## src/rtl/duel_round_arbiter.sv

```systemverilog
// Two-player reaction round controller: random hold-off, shared stimulus and ms counter,
// first-press arbitration with false-start/timeout detection, and per-match win tallies.
module duel_round_arbiter #(
  parameter int MAX_MS = 999,
  parameter int ROUNDS = 8
) (
  input  logic        clk,
  input  logic        rstn,
  input  logic        tick_1ms,
  input  logic        clear,
  input  logic        start_req,
  input  logic [15:0] delay_ms,
  input  logic        react_a,
  input  logic        react_b,
  output logic        busy,
  output logic        stim_on,
  output logic [9:0]  react_ms,
  output logic [2:0]  result,
  output logic        result_valid,
  output logic [3:0]  wins_a,
  output logic [3:0]  wins_b,
  output logic [3:0]  round_cnt,
  output logic        match_done
);

  typedef enum logic [2:0] {IDLE, ARMED, GO, RESULT, DONE} state_t;

  localparam logic [9:0] MAX_C    = 10'(MAX_MS);
  localparam logic [3:0] ROUNDS_C = 4'(ROUNDS);

  state_t      state_q, state_d;
  logic [15:0] hold_q, hold_d;
  logic [9:0]  ms_q, ms_d;
  logic [2:0]  res_q, res_d;
  logic        rv_q, rv_d;
  logic [3:0]  wa_q, wa_d, wb_q, wb_d, rc_q, rc_d;
  logic        busy_q, busy_d, stim_q, stim_d, done_q, done_d;
  logic        react_a_q, react_b_q;
  logic        press_a, press_b;
  logic        finish, win_a, win_b;

  function automatic logic [9:0] sat_inc(input logic [9:0] v);
    return (v >= MAX_C) ? MAX_C : v + 10'd1;
  endfunction

  // Rising-edge detect so a key held from earlier never counts as a new press.
  assign press_a = react_a & ~react_a_q;
  assign press_b = react_b & ~react_b_q;

  always_comb begin
    state_d = state_q;
    hold_d  = hold_q;
    ms_d    = ms_q;
    res_d   = res_q;
    rv_d    = 1'b0;
    wa_d    = wa_q;
    wb_d    = wb_q;
    rc_d    = rc_q;
    finish  = 1'b0;
    win_a   = 1'b0;
    win_b   = 1'b0;

    case (state_q)
      IDLE, RESULT: begin
        if (start_req && rc_q < ROUNDS_C) begin
          state_d = ARMED;
          hold_d  = (delay_ms == 16'd0) ? 16'd1 : delay_ms;
          ms_d    = 10'd0;
        end
      end
      ARMED: begin
        // A press beats a coinciding final tick: it is still a false start.
        if (press_a || press_b) begin
          finish = 1'b1;
          res_d  = (press_a && press_b) ? 3'd7 : (press_a ? 3'd5 : 3'd6);
          win_a  = press_b & ~press_a;
          win_b  = press_a & ~press_b;
        end else if (tick_1ms) begin
          if (hold_q <= 16'd1) state_d = GO;
          else                 hold_d  = hold_q - 16'd1;
        end
      end
      GO: begin
        if (press_a || press_b) begin
          finish = 1'b1;
          res_d  = (press_a && press_b) ? 3'd3 : (press_a ? 3'd1 : 3'd2);
          win_a  = press_a & ~press_b;
          win_b  = press_b & ~press_a;
        end else if (ms_q == MAX_C) begin
          finish = 1'b1;
          res_d  = 3'd4;
        end else if (tick_1ms) begin
          ms_d = sat_inc(ms_q);
        end
      end
      default: ;
    endcase

    if (finish) begin
      rv_d    = 1'b1;
      rc_d    = rc_q + 4'd1;
      wa_d    = wa_q + {3'd0, win_a};
      wb_d    = wb_q + {3'd0, win_b};
      state_d = (rc_q + 4'd1 == ROUNDS_C) ? DONE : RESULT;
    end

    if (clear) begin
      state_d = IDLE;
      rv_d    = 1'b0;
      ms_d    = 10'd0;
      res_d   = 3'd0;
      wa_d    = 4'd0;
      wb_d    = 4'd0;
      rc_d    = 4'd0;
    end

    busy_d = (state_d == ARMED) || (state_d == GO);
    stim_d = (state_d == GO);
    done_d = (state_d == DONE);
  end

  always_ff @(posedge clk) begin
    if (!rstn) begin
      state_q   <= IDLE;
      hold_q    <= 16'd0;
      ms_q      <= 10'd0;
      res_q     <= 3'd0;
      rv_q      <= 1'b0;
      wa_q      <= 4'd0;
      wb_q      <= 4'd0;
      rc_q      <= 4'd0;
      busy_q    <= 1'b0;
      stim_q    <= 1'b0;
      done_q    <= 1'b0;
      react_a_q <= 1'b0;
      react_b_q <= 1'b0;
    end else begin
      state_q   <= state_d;
      hold_q    <= hold_d;
      ms_q      <= ms_d;
      res_q     <= res_d;
      rv_q      <= rv_d;
      wa_q      <= wa_d;
      wb_q      <= wb_d;
      rc_q      <= rc_d;
      busy_q    <= busy_d;
      stim_q    <= stim_d;
      done_q    <= done_d;
      react_a_q <= react_a;
      react_b_q <= react_b;
    end
  end

  assign busy         = busy_q;
  assign stim_on      = stim_q;
  assign react_ms     = ms_q;
  assign result       = res_q;
  assign result_valid = rv_q;
  assign wins_a       = wa_q;
  assign wins_b       = wb_q;
  assign round_cnt    = rc_q;
  assign match_done   = done_q;

endmodule
```

## config.mk

```make
export PLATFORM = sky130hd
export DESIGN_NAME = duel_round_arbiter
export DESIGN_NICKNAME = d
export VERILOG_FILES = /design/src/rtl/duel_round_arbiter.sv
export SDC_FILE = /design/constraint.sdc
export NUM_CORES = 1
export LEC_CHECK = 0
export CAP_MARGIN = 40
export CORE_MARGIN = 5
export CORE_UTILIZATION = 50
export DETAILED_ROUTE_END_ITERATION = 7
export GPL_TIMING_DRIVEN = 0
export MAX_ROUTING_LAYER = met4
export PLACE_DENSITY = 0.76
export SYNTH_ARGS = -nofsm -noshare
export SYNTH_HDL_FRONTEND = slang
export SYNTH_SLANG_ARGS = --single-unit
```

## constraint.sdc

```tcl
create_clock -name clk -period 3.2 [get_ports clk]
set_input_delay 0.48 -clock clk [delete_from_list [all_inputs] [get_ports clk]]
set_output_delay 0.48 -clock clk [all_outputs]
set_load 0.1 [all_outputs]
```

-- Word level (Yosys, flattened, before mapping)
Cells that the tools add are included.
- equality and inequality tests: 17
- $lt $le $gt $ge: 3
- mux-type cells: 37
- reductions and logical operators: 14
- add/sub/neg operators: 5
- bitwise operators: 9
- operators by type and width (cell ; number):
    $mux 16 ; 5
    $mux 10 ; 5
    $pmux 16 s2 ; 1
    $mux 3 ; 10
    $pmux 10 s2 ; 1
    $le 16x1->1 const B ; 1
    $logic_not 16->1 ; 1
    $ne 2x2->1 const B ; 8
    $sub 16x1->16 const B ; 1
    $pmux 3 s2 ; 2
    $add 10x1->10 const B ; 1
    $eq 10x10->1 const B ; 1
    $ge 10x10->1 const B ; 1
    $reduce_and 5->1 ; 2
    $eq 3x2->1 const B ; 3
    $add 4x1->4 ; 2
    $mux 2 ; 4
    $eq 3x1->1 const B ; 2
    $mux 1 ; 6
    $pmux 1 s2 ; 3
    $reduce_bool 2->1 ; 3
    $not 1->1 ; 5
    $add 4x1->4 const B ; 1
    $and 1x1->1 ; 4
    other kinds (9) ; 12
- output and inout bits: 29
- bits in registers: 50
- word-level logic and storage cells: 98
- input port bits: 23

-- Logic depth before layout (Yosys ltp)
Gate-level depths: netlist of run 1.
- word-level depth: 9
- depth in mapped cells: 10
- mapped depth without buffers: 8

-- Least setup slack after synthesis of run 1
No wires, ideal clock.
- path type: reg-to-reg
- from: reg ms_q[0], in the netlist react_ms[0]
- to: reg ms_q[3], in the netlist react_ms[3]
- setup time: 118 ps
- clock period less this slack: 2782 ps
- data required time: 3082 ps
- setup slack: 418 ps
- path buffers: 0
- stages on the path, launching flop included: 7
- arrival time: 2664 ps
- cell sequence: dfxtp_1 -> ha_1 -> nor4bb_1 -> nand3_1 -> a31oi_1 -> nor2_1 -> a32o_1
- cells in the longest elaborated chain, start to end: 6
- elaborated cells between the ends (all ways): 10
- those cells by class: 1 x add/sub; 1 x order compare; 2 x eq/ne; 5 x mux; 1 x reduce/logical
- RTL lines (element ; line ; text):
    start: declaration ; 33 ; logic [9:0] ms_q, ms_d;
    start signal: assignment ; 140 ; ms_q <= ms_d;
    $add 10x1->10 or $ge 10x10->1 (tied branches) ; 43 ; return (v >= MAX_C) ? MAX_C : v + 10'd1;
    $mux 10 ; 43 ;
    $mux 10 ; 92 ; end else if (tick_1ms) begin
    $mux 10 ; 89 ; end else if (ms_q == MAX_C) begin
    $mux 10 ; 84 ; if (press_a || press_b) begin
    $pmux 10 s2 ; 63 ; case (state_q)
Several ways; a longest one is shown, not always the timed one. The select of a mux whose other input is x is not followed.
A chain may end at the register's enable or synchronous reset.

-- Worst setup path in the final report of run 1
- from: reg state_q[2]
- to: reg wa_q[2], in the netlist wins_a[2]
- cells in the longest elaborated chain, start to end: 3
- elaborated cells between the ends (all ways): 5
- those cells by class: 1 x add/sub; 2 x eq/ne; 2 x mux
- RTL lines (element ; line ; text):
    start: declaration ; 31 ; state_t state_q, state_d;
    start signal: assignment ; 138 ; state_q <= state_d;
    $eq 3x2->1 or $eq 3x1->1 (tied branches) ; 63 ;
    $pmux 1 s2 ; 63 ;
    $add 4x1->4 ; 102 ; wa_d = wa_q + {3'd0, win_a};
    end signal: assignment ; 143 ; wa_q <= wa_d;
    end: declaration ; 36 ; logic [3:0] wa_q, wa_d, wb_q, wb_d, rc_q, rc_d;
Several ways; a longest one is shown, not always the timed one.

==> results.tsv, run 1 <==
metric	value	unit
cp.required	3.38	ns
grt_pass1_vias	2906	
fin_crit_sh	86.2	%
synth_top_cells_by_area	dfxtp_1 35%, nor2_1 5.2%, a21oi_1 5.1%	
ys_ff_latch	50	
routed_wl	8210	um
skew	0.00886	ns
status	finished, final reports clean	
grt_pass1_wl	13800	um
drc	0	
worst_pin_slew	0.802	ns
drtIter0Drc	299	
synth_compound_area_share	25.4	%
yosysWarnings	0	
syn_nets	377	
dp_slack	0.496	ns
syn_inst	346	
synth_top_family_by_area	simple AND/OR/NAND/NOR gates	
slew_violations	0	
die_h	85.1	um
drive_gt1_share	13.8	%
drv_cap	0	
wl_per_cell	16.2	um
gp_congestion	0.877	
ir_drop	234	uV
synthDistinctLibCells	62	
hold_path.class	reg -> reg	
power.internal	0.000947	W
crit_buf_inv	3	
p_leak	1.49	nW
rsz0062_at_grt	false	
slowest_delay	0.48	ns
num_vias	3028	
syn_area_per_cell	8.16	um2
final_nets	464	
p_clk_share	28.4	%
synthMuxAreaShare	2.13	%
power_density	345	nW/um2
worstPathArrival	2.94	ns
path_class	reg -> reg	
synth_adder_area_share	3.55	%
antenna_found_initial	0	
cts.clk_slew.worst_paths	0.10	ns
dpl_cell_area	3870	um2
crit_path_start_kind	register	
wl_met1	3780	um
final_area	3970	um2
htree_levels	2	
wl_met2	3850	um
syn2layout_area_growth	40.5	%
io_pins	52	
synth_area	2820	um2
crit_path_end_kind	register	
grt_max_degree	16	
ctsResizeCount	0	
switching_share	30.9	%
yosysMostFrequentCell	dfxtp_1	
power_frac_comb	22.6	%
numClockSinks	50	
initial_core_util	51.3	%
grt.overflow.total	0	
yosys.area_share.xor_xnor	1.24	%
hold_viol_final	0	
core_area	5510	um2
synthTopCellsByCount	50 x dfxtp_1, 39 x nor2_1, 29 x a21oi_1	
cts_buffers	5	
max_slew_margin	46.3	%
postRouteAntennaNets	0	
finalSetupViolations	0	
fmax	363	MHz
ctsHoldBuffers	0	
place_inst	498	
synth_seq_area_share	35.5	%
cp_top_family	buffers and inverters	
pwr-share-seq	49.0	%
cts_buffer_depth	2	
period_needed	2.76	ns
yosys.area.top_type	dfxtp_1	
die_area	7250	um2
synthFlopType	dfxtp_1	
viasPerCell	5.98	
grt_util_all_layers	23.4	%
die_w	85.1	um
synth-simple-area-share	27.7	%
cts_setup_buffers	0	
fin_tns_setup	0	ns
async_reset_ff_share	0	%
worstPathCellList	clkbuf_1 > or3b_2 > clkbuf_1 > buf_1 > o22ai_1 > ha_1 > ha_1 > o211ai_1 > xor2_1 > nor2_1	
first_pass_iters	5	
worstPathMaxFanout	10	
post-dp-hpwl	6220	um
tritoncts	built	
io_buffers	51	
synth-edff-count	0	
antennaDiodeCount	0	
critPathSlowestCell	buf_1	
synth_top_area_share	35.5	%
fin_cells	506	
route.met3.wl	492	um
cts_root_buf	clkbuf_8	
dr.max_layer_used	met4	
worst_skew_pair.late_latency	0.30	ns
rows	27	
final_util	72.0	%
p_switching	0.000423	W
setup_ws	0.442	ns
==> per-stage QoR <==
stage | total power (W) | hold slack [ns]
after floorplan | 0.000888 | 0.439
after global placement | 0.000975 | 0.452
after detailed placement | 0.000988 | 0.457
after CTS | 0.00137 | 0.469
after global routing | 0.00144 | 0.502
final | 0.00137 | 0.472
==> layout make-up <==
cell class | instances | area [um2]
Clock inverter | 2 | 12.5
Sequential cell | 50 | 1000
Fill cell | 426 | 1540
Tap cell | 72 | 90.1
Clock buffer | 6 | 82.6
Buffer | 21 | 108
Multi-Input combinational cell | 270 | 1700
Timing Repair Buffer | 80 | 958
Inverter | 5 | 18.8
==> worst register-to-register path, cell delays in order, from the launching register on <==
cell and delay, ns:
dfxtp_1 0.32, clkbuf_1 0.27, or3b_2 0.22, clkbuf_1 0.38, buf_1 0.48, o22ai_1 0.20, ha_1 0.25, ha_1 0.18
o211ai_1 0.10, xor2_1 0.19, nor2_1 0.06
==> layer usage <==
layer | track usage, % | vias up
li1 | - | 1468
met1 | 32.3 | 1432
met2 | 36.3 | 119
met3 | 3.79 | 9
met4 | 4.89 | 0
met5 | - | -
==> state kept, by name, indices dropped and copies added, names as in the netlist <==
register	count
wins_a	4
stim_on	1
busy	1
round_cnt	4
result	3
react_a_q	1
react_ms	10
result_valid	1
match_done	1
wins_b	4
react_b_q	1
state_q	3
hold_q	16
==> power by group through the flow <==
stage	registers [W]	logic (W)	clock network, W
3_5_place_dp	0.000685	0.000303	0
6_report	0.000671	0.000309	0.000390
5_1_grt	0.000675	0.000337	0.000424
4_1_cts	0.000670	0.000305	0.000392
2_1_floorplan	0.000692	0.000197	0
3_3_place_gp	0.000683	0.000292	0
==> worst paths after layout <==
| check | startpoint | end | slack [ns] | depth (start not counted) |
|---|---|---|---|---|
| worst max register to register | state_q[2]$_SDFF_PN0_ | wins_a[2]$_SDFFE_PP0P_ | 0.44 | 10 |
| worst min-delay path | hold_q[14]$_SDFFE_PN0P_ | hold_q[14]$_SDFFE_PN0P_ | 0.47 | 2 |
| worst min register to register | hold_q[14]$_SDFFE_PN0P_ | hold_q[14]$_SDFFE_PN0P_ | 0.47 | 2 |
| worst max-delay path | state_q[2]$_SDFF_PN0_ | wins_a[2]$_SDFFE_PP0P_ | 0.44 | 10 |
==> cells in the final DEF, fill, tap and decap left out, drive strengths merged, types with 9 or more instances in the layout <==
cell	count
o21ai	12
dfxtp	50
nand2	26
a31oi	9
nor3	12
buf	36
clkdlybuf4s50	51
a21oi	34
o31ai	13
nor2	39
clkbuf	20
nand3	16
nand2b	10
==> logic make-up after synthesis <==
| kind of cell | after synthesis |
|---|---|
| flops | 50 |
| buf+inv | 26 |
| xor+xnor | 4 |
| fa+ha+maj | 8 |
| simple gates | 150 |
| mux | 6 |
| compound gates | 102 |
No activity file was read; power rests on OpenSTA's default activity.
==> inputs of run 2 (changes only) <==
- CELL_PAD_IN_SITES_DETAIL_PLACEMENT: not set -> 0
- CELL_PAD_IN_SITES_GLOBAL_PLACEMENT: not set -> 1
- CORE_UTILIZATION: 50 -> 39
- PLACE_DENSITY: 0.76 -> 0.79
==> run 2 against run 1 <==
  * Register-to-register slack improved by 0.04 ns
  * Hold slack about the same
  * First-iteration DRC count decreased by 37%
  * Clock power increased by 3%
  * Cell area increased by 0.85%
  * Global-route usage decreased by 3.2 points
  * Sequential cell count unchanged
  * Non-clock buffer count unchanged
  * Critical path type unchanged
  * Largest power group unchanged
  * Highest routed layer unchanged
==> results.tsv, run 2 (same netlist as run 1, synthesis figures left out) <==
metric	value	unit	change
drive_gt1_share	13.8	%	unchanged
post-dp-hpwl	6240	um	+0.31%
die_area	9040	um2	+25%
grt_max_degree	16		unchanged
drv_cap	0		unchanged
final_cell_mix	51 x clkdlybuf4s50_1, 50 x dfxtp_1, 39 x nor2_1		
crit_path_end_kind	register		
finalSetupViolations	0		unchanged
initial_core_util	39.6	%	-12 points
ir_drop	209	uV	-11%
ctsResizeCount	0		unchanged
drtIter0Drc	188		-37%
cts_buffers	5		unchanged
postRouteAntennaNets	0		unchanged
gr-usage-met1	28.8	%	-3.5 points
cts.clk_slew.worst_paths	0.10	ns	about the same
worst_pin_slew	0.817	ns	+0.0155 ns
hold_path.class	reg -> reg		
final_area	4000	um2	+0.85%
antennaDiodeCount	0		unchanged
grt.overflow.total	0		unchanged
worstPathArrival	2.91	ns	-0.03 ns
wl_per_cell	15.7	um	-3.0%
num_vias	2959		-2.3%
rows	31		+15%
worstPathMaxFanout	10		unchanged
hold_ws	0.472	ns	+0.000492 ns
fmax	368	MHz	+1.5%
final_nets	464		unchanged
cts_setup_buffers	0		unchanged
drc	0		unchanged
max_slew_margin	45.3	%	-1.0 points
slew_violations	0		unchanged
ctsHoldBuffers	0		unchanged
io_buffers	51		unchanged
power_density	346	nW/um2	+0.15%
die_h	95.1	um	+12%
final_common_cell	clkdlybuf4s50_1		
grt_pass1_vias	2766		-4.8%
io_pins	52		unchanged
fin_crit_sh	84.9	%	-1.2 points
fin_tns_setup	0	ns	unchanged
routed_wl	8390	um	+2.1%
grt_util_all_layers	20.2	%	-3.2 points
grt-busiest-layer	met2		
top_register	hold_q		
status	finished, final reports clean		
finalPower	0.00138	W	+1.0%
cts_buffer_depth	2		unchanged
first_pass_iters	4		-1
cts_root_buf	clkbuf_8		
die_w	95.1	um	+12%
viasPerCell	5.55		-7.2%
tritoncts	built		
rsz0062_at_grt	false		
antenna_found_initial	0		unchanged
syn2layout_area_growth	41.7	%	
hold_viol_final	0		unchanged
p_leak	1.49	nW	unchanged
dpl_cell_area	3910	um2	+0.87%
largest_reg_flops	16		unchanged
reg2regPathDepth	10		unchanged
core_area	7140	um2	+30%
period_needed	2.72	ns	-0.0398 ns
path_class	reg -> reg		
numClockSinks	50		unchanged
grtUsageMet2	29.6	%	-6.7 points
worst_skew_pair.late_latency	0.31	ns	about the same
htree_levels	2		unchanged
cp.required	3.39	ns	about the same
grt_pass1_wl	13900	um	+0.80%
gp_congestion	0.901		+2.7%
crit_path_start_kind	register		
skew	0.00341	ns	-0.00545 ns
min_path_cells	2		unchanged
grtUsageMet3	3.79	%	about the same
==> run 2: cell counts in the layout (fill, tap and decap cells not counted) <==
No cell type changed its count.
==> run 2: cell type report <==
type | count | area (um2)
fill | 688 | 3140
multi-input combinational | 270 | 1700
sequential | 50 | 1000
timing repair buffer | 80 | 958
tap | 99 | 124
buffer | 21 | 108
clock buffer | 6 | 82.6
inverter | 5 | 18.8
clock inverter | 2 | 12.5
==> run 2: through the flow <==
stage	cells	util, %	worst slack [ns]
global placement	496	48.4	0.447
finish	533	56.0	0.482
CTS	533	56.0	0.471
global route	533	56.0	0.291
detailed placement	525	54.7	0.467
floorplan	346	-	0.418
==> run 2: worst paths after layout <==
| check | from | slack [ns] | end |
|---|---|---|---|
| max | state_q[2]$_SDFF_PN0_ | 0.48 | wins_a[2]$_SDFFE_PP0P_ |
| min reg2reg | hold_q[14]$_SDFFE_PN0P_ | 0.47 | hold_q[14]$_SDFFE_PN0P_ |
| min | hold_q[14]$_SDFFE_PN0P_ | 0.47 | hold_q[14]$_SDFFE_PN0P_ |
| max reg2reg | state_q[2]$_SDFF_PN0_ | 0.48 | wins_a[2]$_SDFFE_PP0P_ |
==> run 2: report_power, final <==
group,switching [W],internal (W)
sequential,0.0000250,0.000646
combinational,0.000184,0.000127
clock,0.000228,0.000174
total,0.000437,0.000947
==> run 2: worst max-delay path: stages, from the launching register on <==
cell	delay (ns)
dfxtp_1	0.32
clkbuf_1	0.26
or3b_2	0.21
clkbuf_1	0.36
buf_1	0.50
o22ai_1	0.20
ha_1	0.24
ha_1	0.19
o211ai_1	0.11
xor2_1	0.17
nor2_1	0.05
==> run 2: per-layer routing <==
layer | up-vias | wire [um]
met4 | 0 | 82
met1 | 1392 | 4050
li1 | 1475 | -
met2 | 83 | 3880
met5 | - | 0
met3 | 9 | 379
